<file path="config.mk">
export PLATFORM = sky130hd
export DESIGN_NAME = bv_and_pipe_flat
export DESIGN_NICKNAME = d
export VERILOG_FILES = /design/src/rtl/bv_and_pipe_if.sv /design/src/rtl/bv_and_pipe.sv /design/src/flat_wrapper.sv
export SDC_FILE = /design/constraint.sdc
export NUM_CORES = 1
export LEC_CHECK = 0
export ABC_AREA = 1
export CORE_MARGIN = 2
export CORE_UTILIZATION = 26
export CTS_CLUSTER_DIAMETER = 50
export DETAILED_ROUTE_END_ITERATION = 10
export GPL_TIMING_DRIVEN = 1
export SLEW_MARGIN = 10
export SYNTH_ARGS = -nofsm -noshare
export SYNTH_HDL_FRONTEND = slang
export SYNTH_SLANG_ARGS = --single-unit
</file>
<file path="constraint.sdc">
create_clock -name clk -period 4.6 [get_ports clk]
set_input_delay 0.46 -clock clk [delete_from_list [all_inputs] [get_ports clk]]
set_output_delay 0.46 -clock clk [all_outputs]
set_load 0.01 [all_outputs]
</file>
<file path="src/rtl/bv_and_pipe_if.sv">
// ----------------------------------------------------------------------------
// bv_and_pipe_if
// Stream bundle between the per-field lookup clusters, the bit-vector
// combiner and the action lookup.
//   in_valid / in_ready / bv_in              : field vectors into the combiner
//   out_valid / out_ready / bv_out / hit /
//   match_idx                                : combined rule vector out
// Modports:
//   master : the side that supplies field vectors and consumes results
//   slave  : the combiner itself
// ----------------------------------------------------------------------------
interface bv_and_pipe_if #(
   parameter int FIELD_N = 8,
   parameter int BV_W    = 36,
   parameter int IDX_W   = 6
);
   logic                      in_valid;
   logic                      in_ready;
   logic [FIELD_N*BV_W-1:0]   bv_in;
   logic                      out_valid;
   logic                      out_ready;
   logic [BV_W-1:0]           bv_out;
   logic                      hit;
   logic [IDX_W-1:0]          match_idx;

   modport master (
      output in_valid, bv_in, out_ready,
      input  in_ready, out_valid, bv_out, hit, match_idx
   );

   modport slave (
      input  in_valid, bv_in, out_ready,
      output in_ready, out_valid, bv_out, hit, match_idx
   );
endinterface

</file>
<file path="src/rtl/bv_and_pipe.sv">
// ----------------------------------------------------------------------------
// bv_and_pipe
// Combines FIELD_N per-field match bit vectors into one rule vector by AND,
// with per-field wildcarding, a 3-stage valid/ready pipeline, lowest-index
// match encoding and saturating hit/miss statistics.
// Ports:
//   clk       : clock, rising edge
//   reset     : asynchronous, active-low reset
//   field_en  : bit i = 0 wildcards field i (treated as all ones)
//   stat_clr  : synchronous clear of hit_cnt and miss_cnt
//   hit_cnt   : delivered results with hit = 1, saturating
//   miss_cnt  : delivered results with hit = 0, saturating
//   bus       : slave side of bv_and_pipe_if (input stream, result stream)
// ----------------------------------------------------------------------------
module bv_and_pipe #(
   parameter int FIELD_N = 8,
   parameter int BV_W    = 36,
   parameter int IDX_W   = 6,
   parameter int CNT_W   = 32
) (
   input  logic               clk,
   input  logic               reset,
   input  logic [FIELD_N-1:0] field_en,
   input  logic               stat_clr,
   output logic [CNT_W-1:0]   hit_cnt,
   output logic [CNT_W-1:0]   miss_cnt,
   bv_and_pipe_if.slave       bus
);

   logic                          adv;
   logic                          s1_valid;
   logic [FIELD_N-1:0][BV_W-1:0]  s1_m;
   logic [FIELD_N-1:0][BV_W-1:0]  masked;
   logic                          s2_valid;
   logic [BV_W-1:0]               s2_r;
   logic [BV_W-1:0]               and_r;
   logic [IDX_W-1:0]              low_idx;
   logic                          out_valid;
   logic [BV_W-1:0]               bv_out;
   logic                          hit;
   logic [IDX_W-1:0]              match_idx;
   logic                          out_xfer;

   // The whole pipeline moves together; a stalled output freezes every stage.
   assign adv          = !out_valid || bus.out_ready;
   assign bus.in_ready = adv;
   assign out_xfer     = out_valid && bus.out_ready;

   assign bus.out_valid = out_valid;
   assign bus.bv_out    = bv_out;
   assign bus.hit       = hit;
   assign bus.match_idx = match_idx;

   // Wildcarded fields become all ones so they drop out of the AND.
   always_comb begin
      masked = '0;
      for (int i = 0; i < FIELD_N; i++) begin
         masked[i] = field_en[i] ? bus.bv_in[i*BV_W +: BV_W] : {BV_W{1'b1}};
      end
   end

   // Stage 1: register the masked field vectors at the transfer cycle.
   always_ff @(posedge clk or negedge reset) begin
      if (!reset) begin
         s1_valid <= 1'b0;
         s1_m     <= '0;
      end else if (adv) begin
         s1_valid <= bus.in_valid;
         if (bus.in_valid) begin
            s1_m <= masked;
         end
      end
   end

   always_comb begin
      and_r = {BV_W{1'b1}};
      for (int i = 0; i < FIELD_N; i++) begin
         and_r = and_r & s1_m[i];
      end
   end

   // Stage 2: register the combined rule vector.
   always_ff @(posedge clk or negedge reset) begin
      if (!reset) begin
         s2_valid <= 1'b0;
         s2_r     <= '0;
      end else if (adv) begin
         s2_valid <= s1_valid;
         if (s1_valid) begin
            s2_r <= and_r;
         end
      end
   end

   // Scan from the top down so the lowest set bit wins; 0 when nothing matches.
   always_comb begin
      low_idx = '0;
      for (int i = BV_W - 1; i >= 0; i--) begin
         if (s2_r[i]) begin
            low_idx = IDX_W'(i);
         end
      end
   end

   // Stage 3: output register, held while downstream is not ready.
   always_ff @(posedge clk or negedge reset) begin
      if (!reset) begin
         out_valid <= 1'b0;
         bv_out    <= '0;
         hit       <= 1'b0;
         match_idx <= '0;
      end else if (adv) begin
         out_valid <= s2_valid;
         if (s2_valid) begin
            bv_out    <= s2_r;
            hit       <= |s2_r;
            match_idx <= low_idx;
         end
      end
   end

   // Statistics: clear beats a same-cycle increment; both saturate at all ones.
   always_ff @(posedge clk or negedge reset) begin
      if (!reset) begin
         hit_cnt  <= '0;
         miss_cnt <= '0;
      end else if (stat_clr) begin
         hit_cnt  <= '0;
         miss_cnt <= '0;
      end else if (out_xfer) begin
         if (hit) begin
            if (hit_cnt != {CNT_W{1'b1}}) begin
               hit_cnt <= hit_cnt + 1'b1;
            end
         end else begin
            if (miss_cnt != {CNT_W{1'b1}}) begin
               miss_cnt <= miss_cnt + 1'b1;
            end
         end
      end
   end

endmodule

</file>
<file path="src/flat_wrapper.sv">
// flat-port wrapper written by rule: the top's interface ports become plain ports
module bv_and_pipe_flat 
#(
   parameter int FIELD_N = 8,
   parameter int BV_W    = 36,
   parameter int IDX_W   = 6,
   parameter int CNT_W   = 32
)
  (clk, reset, field_en, stat_clr, hit_cnt, miss_cnt, bus_in_valid, bus_bv_in, bus_out_ready, bus_in_ready, bus_out_valid, bus_bv_out, bus_hit, bus_match_idx);
  bv_and_pipe_if #(.FIELD_N(FIELD_N), .BV_W(BV_W), .IDX_W(IDX_W)) bus_i ();
  input  logic clk;
  input  logic reset;
  input  logic [FIELD_N-1:0] field_en;
  input  logic stat_clr;
  output logic [CNT_W-1:0] hit_cnt;
  output logic [CNT_W-1:0] miss_cnt;
  input wire logic [$bits(bus_i.in_valid)-1:0] bus_in_valid;
  input wire logic [$bits(bus_i.bv_in)-1:0] bus_bv_in;
  input wire logic [$bits(bus_i.out_ready)-1:0] bus_out_ready;
  output wire logic [$bits(bus_i.in_ready)-1:0] bus_in_ready;
  output wire logic [$bits(bus_i.out_valid)-1:0] bus_out_valid;
  output wire logic [$bits(bus_i.bv_out)-1:0] bus_bv_out;
  output wire logic [$bits(bus_i.hit)-1:0] bus_hit;
  output wire logic [$bits(bus_i.match_idx)-1:0] bus_match_idx;
  assign bus_i.in_valid = bus_in_valid;
  assign bus_i.bv_in = bus_bv_in;
  assign bus_i.out_ready = bus_out_ready;
  assign bus_in_ready = bus_i.in_ready;
  assign bus_out_valid = bus_i.out_valid;
  assign bus_bv_out = bus_i.bv_out;
  assign bus_hit = bus_i.hit;
  assign bus_match_idx = bus_i.match_idx;
  bv_and_pipe #(.FIELD_N(FIELD_N), .BV_W(BV_W), .IDX_W(IDX_W), .CNT_W(CNT_W)) u_core (.clk(clk), .reset(reset), .field_en(field_en), .stat_clr(stat_clr), .hit_cnt(hit_cnt), .miss_cnt(miss_cnt), .bus(bus_i));
endmodule
</file>
==> results.ini, run 1 <==
[status]
status=finished clean

[setup_path]
timing.rr.end=u_core.hit_cnt[31]$_DFFE_PN0P_
crit_fanout=7
start_kind=flop
r2r_slack_ns=1.66
regToRegStartpoint=u_core.hit_cnt[14]$_DFFE_PN0P_
end_kind=flop
path_class=reg2reg
worst-r2r-cell-count=21
cp.arrival_ns=3.45
worstPathRequired_ns=5.11

[power_and_ir_drop]
power.density_nw_per_um2=451
ir_drop_mv=0.257
total_power_mw=11.7
p_leak_nw=11.4

[job]
max_cap_viol_count=0

[min_path]
hold_path_end=u_core.s1_m[247]$_DFFE_PN0P_
min_from=bus_bv_in[247]
hold_depth=3
hold_path_class=in2reg

[placed_design]
dp.cells=3378
port_buffers=409
placed_area_um2=23900
dp_hpwl_um=44000
gp_congestion=0.829

[floorplanning]
die_h_um=272
start_util=0.262
die_area_um2=74000
io_pins=410
core-area_um2=71400
die_w_um=272
core.rowCount=98

[yosys]
synth-main-ff-cell=dfrtp_1
yosysTopAreaCellShare=0.581
postSynthAreaPerCell_um2=8.90
synth_edf_count=0
netlist-cell-type-count=40
yosysWarnings=0
ys_seq_elements=434
syn_nets=2403
synth_area_um2=18700
synth_common_cells=671 x o21ai_0, 434 x dfrtp_1, 383 x inv_1
synth_top_area_cell=dfrtp_1
ys_seq_area_frac=0.581
postSynthCellCount=2100
synth_most_common_cell=o21ai_0
synth_top_cells_by_area=dfrtp_1 58%, o21ai_0 18%, inv_1 7.7%
async_reset_ff_frac=1.00

[timing]
rsz0062_at_grt=no
skew_ns=0.0246
worstMarginPinSlew_ns=1.15
slew-limit-headroom=0.226
fmaxAchievable_mhz=341
post-route-period-util=0.638
drv_slew=0
finalSetupViolations=0
layout_min_cycle_time_ns=2.94
setup_tns_ns=0
finalHoldViolCount=0

[clocking]
cts_buffers=58
path_clk_slew_ns=0.06
clk_path_buf_depth=3
htreeDepth=2
clock_latency_ns=0.62
cts_setup_buffers=0
clock-sinks=434
postCtsResizedCells=0
cts.root.buffer_cell=clkbuf_16
cts_tree=built

[grt]
grt-ovfl-total=0
antenna_found_initial=6
grt.total_usage=0.166
grt_pass1_vias=15600
grt_pass1_wl_um=94100
grt_max_degree=205

[detailed_routing]
first_pass_iters=5
route.vias.total=16000
vias_per_cell=4.58
first_iter_violations=1149
routed_wl_um=62300
drc=0
wire_per_inst_um=17.8
postRouteAntennaNets=0

[cells_and_area]
post-route-cell-area_um2=26000
area_delta_synth_final_pct=38.9
stdcell_count=3490
layout-drive-gt1-share=0.0788
final_nets=2792

worst max-delay path: stages (launching register included):
cell	delay, ns
dfrtp_1	0.44
nand2_1	0.09
nor2_1	0.06
nand2_1	0.15
nor2_1	0.12
nand3_1	0.13
nand4_1	0.13
nand2_2	0.17
nand2_2	0.08
nor2_2	0.13
inv_2	0.07
nor2_4	0.11
inv_2	0.07
nor2_4	0.12
nand2_2	0.09
nor2_2	0.15
nand2_2	0.09
nor2_2	0.09
nand2_2	0.07
nor3b_2	0.19
a21oi_1	0.09
a311oi_2	0.18
flip-flops by register name (all words and copies together) (netlist names):
name / flops
u_core.s1_m: 288
u_core.bus.bv_out: 36
u_core.s2_r: 36
u_core.hit_cnt: 32
u_core.miss_cnt: 32
u_core.bus.match_idx: 6
u_core.bus.hit: 1
u_core.bus.out_valid: 1
u_core.s1_valid: 1
u_core.s2_valid: 1
metrics by stage:
step	setup WS (ns)	util	hold WS (ns)
2_1_floorplan	1.99	-	0.164
3_3_place_gp	1.16	0.334	0.447
3_5_place_dp	1.16	0.334	0.466
4_1_cts	1.65	0.364	0.394
5_1_grt	1.33	0.364	0.426
6_report	1.66	0.364	0.443
cells by family (layout without fill, tap and decap cells):
kind of cell,Yosys count,after routing,synth area share
AO/OA/AOI/OAI,743,743,0.203
buffers and inverters,505,942,0.101
flip-flops,434,434,0.581
AND/OR/NAND/NOR,416,416,0.114
adder cells (fa/ha/maj),2,2,0.00134
other,0,3,0
how the worst max path moves through the flow:
| stage | start | endpoint | slack, ns | cells past startpoint |
|---|---|---|---|---|
| after floorplan | u_core.miss_cnt[0]$_DFFE_PN0P_ | u_core.miss_cnt[31]$_DFFE_PN0P_ | 1.99 | 23 |
| after global placement | bus_out_ready | u_core.s1_m[239]$_DFFE_PN0P_ | 1.16 | 8 |
| after detailed placement | bus_out_ready | u_core.s1_m[235]$_DFFE_PN0P_ | 1.16 | 8 |
| after CTS | u_core.hit_cnt[14]$_DFFE_PN0P_ | u_core.hit_cnt[31]$_DFFE_PN0P_ | 1.65 | 21 |
| after global routing | u_core.bus.out_valid$_DFFE_PN0N_ | u_core.s1_m[235]$_DFFE_PN0P_ | 1.33 | 8 |
| final | u_core.hit_cnt[14]$_DFFE_PN0P_ | u_core.hit_cnt[31]$_DFFE_PN0P_ | 1.66 | 21 |
repair_timing:
item | CTS | global route
hold buffers | 1 | 0
setup endpoints to repair | 0 | 0
hold endpoints to repair | 80 | 0
power breakdown:
group / leakage, nW / switching, mW / internal (mW)
registers: 5.37 / 0.219 / 4.54
clock network: 1.02 / 1.92 / 2.92
logic: 5.03 / 1.34 / 0.793
final cells by class:
class	count	area, um^2
clock inverter	42	546
fill	7276	45400
multi-input combinational	1161	5940
inverter	396	1490
sequential	434	10900
tap	950	1190
antenna	3	7.51
timing repair buffer	438	4380
clock buffer	66	1540
cell usage in the layout (no fill, tap or decap), types with 8 or more instances in the layout:
cell type	instances
o21ai_0	671
nor4_1	72
a21oi_1	48
buf_4	23
nor2_4	8
nand2_2	12
nor2_2	11
inv_1	377
clkdlybuf4s50_1	408
nand3_1	50
inv_2	17
nand4_1	8
dfrtp_1	434
nand2_1	147
bufinv_16	8
nor3_1	24
clkinv_2	9
clkbuf_16	59
nor2_1	64
layer usage:
layer	up-vias	global-route usage	share of wire	wire length (um)
li1	7711	-	-	-
met1	7694	0.237	0.47	29600
met2	494	0.256	0.44	27500
met3	96	0.0339	0.061	3800
met4	6	0.0441	0.021	1340
met5	-	0	0.00055	34
Note: power is estimated with default switching activity, not from simulation.
==> run 2, diff against run 1 <==
==> constraint.sdc (replaced) <==
create_clock -name clk -period 2.91 [get_ports clk]
set_input_delay 0.291 -clock clk [delete_from_list [all_inputs] [get_ports clk]]
set_output_delay 0.291 -clock clk [all_outputs]
set_load 0.01 [all_outputs]
==> results.ini, run 2 (synthesis gave the netlist of run 1 again) <==
[clocking]
clock_latency_ns=0.60
htreeDepth=2
path_clk_slew_ns=0.06
clk_path_buf_depth=3
clock-sinks=434
cts_buffers=59
cts_tree=built
cts.root.buffer_cell=clkbuf_16

[detailed_routing]
wire_per_inst_um=17.8
first_pass_iters=7
first_iter_violations=1121
drc=0
postRouteAntennaNets=0
route.vias.total=16000
vias_per_cell=4.55
routed_wl_um=62600

[timing]
fmaxAchievable_mhz=345
finalSetupViolations=0
worstMarginPinSlew_ns=1.03
drv_slew=0
finalHoldViolCount=0
slew-limit-headroom=0.306
rsz0062_at_grt=yes
post-route-period-util=0.996
fin_ws_ns=0.0118
skew_ns=0.0175
layout_min_cycle_time_ns=2.90
setup_tns_ns=0
whs_ns=0.260

[grt]
antenna_found_initial=5
grt_pass1_vias=15900
grt.total_usage=0.167
grt-ovfl-total=0
grt_max_degree=121
grt_pass1_wl_um=94400

[job]
max_cap_viol_count=0

[setup_path]
end_kind=flop
path_cells=ha_2 -> nand3_2 -> nor3_2 -> nand3_1 -> nand4_2 -> nand2_4 -> nand3_4 -> nor2_4 -> nand2_4 -> nor2_4 -> nand2_2 -> inv_2 -> nand3_2 -> nor2_2 -> nand2_2 -> nor2_2 -> nand2_1 -> inv_2 -> nand2_2 -> nor2_4 -> nand4_1 -> o21ai_1 -> a21oi_1
crit_fanout=5
worstPathRequired_ns=3.39
start_kind=flop
crit_path_top_delay_cell=dfrtp_1
slowest_delay_ns=0.40
path_class=reg2reg
cp.arrival_ns=3.38

[cells_and_area]
final_util=0.370
seqCellArea_um2=10900
final_cell_mix=670 x o21ai_0, 432 x dfrtp_1, 408 x clkdlybuf4s50_1, 375 x inv_1, 134 x nand2_1
top_regs=u_core.s1_m: 288 flops, u_core.bus.bv_out: 36 flops, u_core.s2_r: 36 flops
top_register=u_core.s1_m
layout-drive-gt1-share=0.0984
area_delta_synth_final_pct=41.4
post-route-cell-area_um2=26400
final_nets=2826
nFillCells=7244
multiInputGateArea_um2=6050
largest_reg_flops=288
final_common_cell=o21ai_0

[floorplanning]
start_util=0.262
io_pins=410
die_h_um=272
die_w_um=272
die_area_um2=74000
core.rowCount=98
core-area_um2=71400

[status]
status=finished clean

[placed_design]
pre_cts_slack_ns=0.0401
dp_hpwl_um=45500
port_buffers=409
gp_congestion=0.834
placed_area_um2=24000

[power_and_ir_drop]
power.density_nw_per_um2=705
p_leak_nw=11.7
ir_drop_mv=0.416

[min_path]
hold_path_class=in2async

run 2: routing by layer:
metal / global-route usage / part of all wire
met1: 0.240 / 0.47
met2: 0.258 / 0.45
met3: 0.0278 / 0.060
met4: 0.0458 / 0.022
met5: 0 / 0.00016
run 2: worst max-delay path: cells and delay by family (launching register included):
kind            cells  cell delay, ns
buf+inv             2            0.15
fa+ha+maj           1            0.20
flops               1            0.40
compound gates      2            0.20
simple gates       18            1.83
run 2: per-stage QoR:
| step | cells | power, mW |
|---|---|---|
| 2_1_floorplan | 2100 | 9.44 |
| 3_3_place_gp | 3393 | 11.0 |
| 3_5_place_dp | 3393 | 11.1 |
| 4_1_cts | 3504 | 18.8 |
| 5_1_grt | 3524 | 19.7 |
| 6_report | 3527 | 18.6 |
run 2: what timing repair did:
action / 4_1_cts / 5_1_grt
endpoints found under the setup margin: 0 / 12
hold endpoints to repair: 49 / 0
buffers inserted: 0 / 18
hold buffers: 1 / 0
resized for setup: 0 / 34
run 2: layout make-up:
cell class,count,share of cell area
Sequential cell,434,0.411
Multi-Input combinational cell,1161,0.229
Timing Repair Buffer,471,0.178
Clock buffer,79,0.0645
Inverter,396,0.0565
Tap cell,950,0.0450
Clock inverter,31,0.0156
Antenna cell,5,0.000473
run 2: worst paths after layout:
path	from	end	slack, ns	cells past startpoint
max reg2reg	u_core.miss_cnt[0]$_DFFE_PN0P_	u_core.miss_cnt[31]$_DFFE_PN0P_	0.01	23
max	u_core.miss_cnt[0]$_DFFE_PN0P_	u_core.miss_cnt[31]$_DFFE_PN0P_	0.01	23
max in group asynchronous	reset	u_core.s1_m[271]$_DFFE_PN0P_	1.75	3
min reg2reg	u_core.s2_valid$_DFFE_PN0N_	u_core.bus.out_valid$_DFFE_PN0N_	0.47	2
min in group clk	bus_bv_in[239]	u_core.s1_m[239]$_DFFE_PN0P_	0.28	3
min	reset	u_core.miss_cnt[20]$_DFFE_PN0P_	0.26	2
run 2: power by group:
| group | internal, mW | switching, mW |
|---|---|---|
| sequential | 7.18 | 0.353 |
| clock | 4.77 | 2.88 |
| combinational | 1.30 | 2.16 |
| total | 13.2 | 5.39 |
==> run 3, diff against run 2 <==
--- a/config.mk
+++ b/config.mk
@@ -11,7 +11,6 @@
 export CTS_CLUSTER_DIAMETER = 50
 export DETAILED_ROUTE_END_ITERATION = 10
 export GPL_TIMING_DRIVEN = 1
-export SLEW_MARGIN = 10
 export SYNTH_ARGS = -nofsm -noshare
 export SYNTH_HDL_FRONTEND = slang
 export SYNTH_SLANG_ARGS = --single-unit
==> results of run 3 <==
The final DEF is identical to that of run 2; final timing and power are the same.
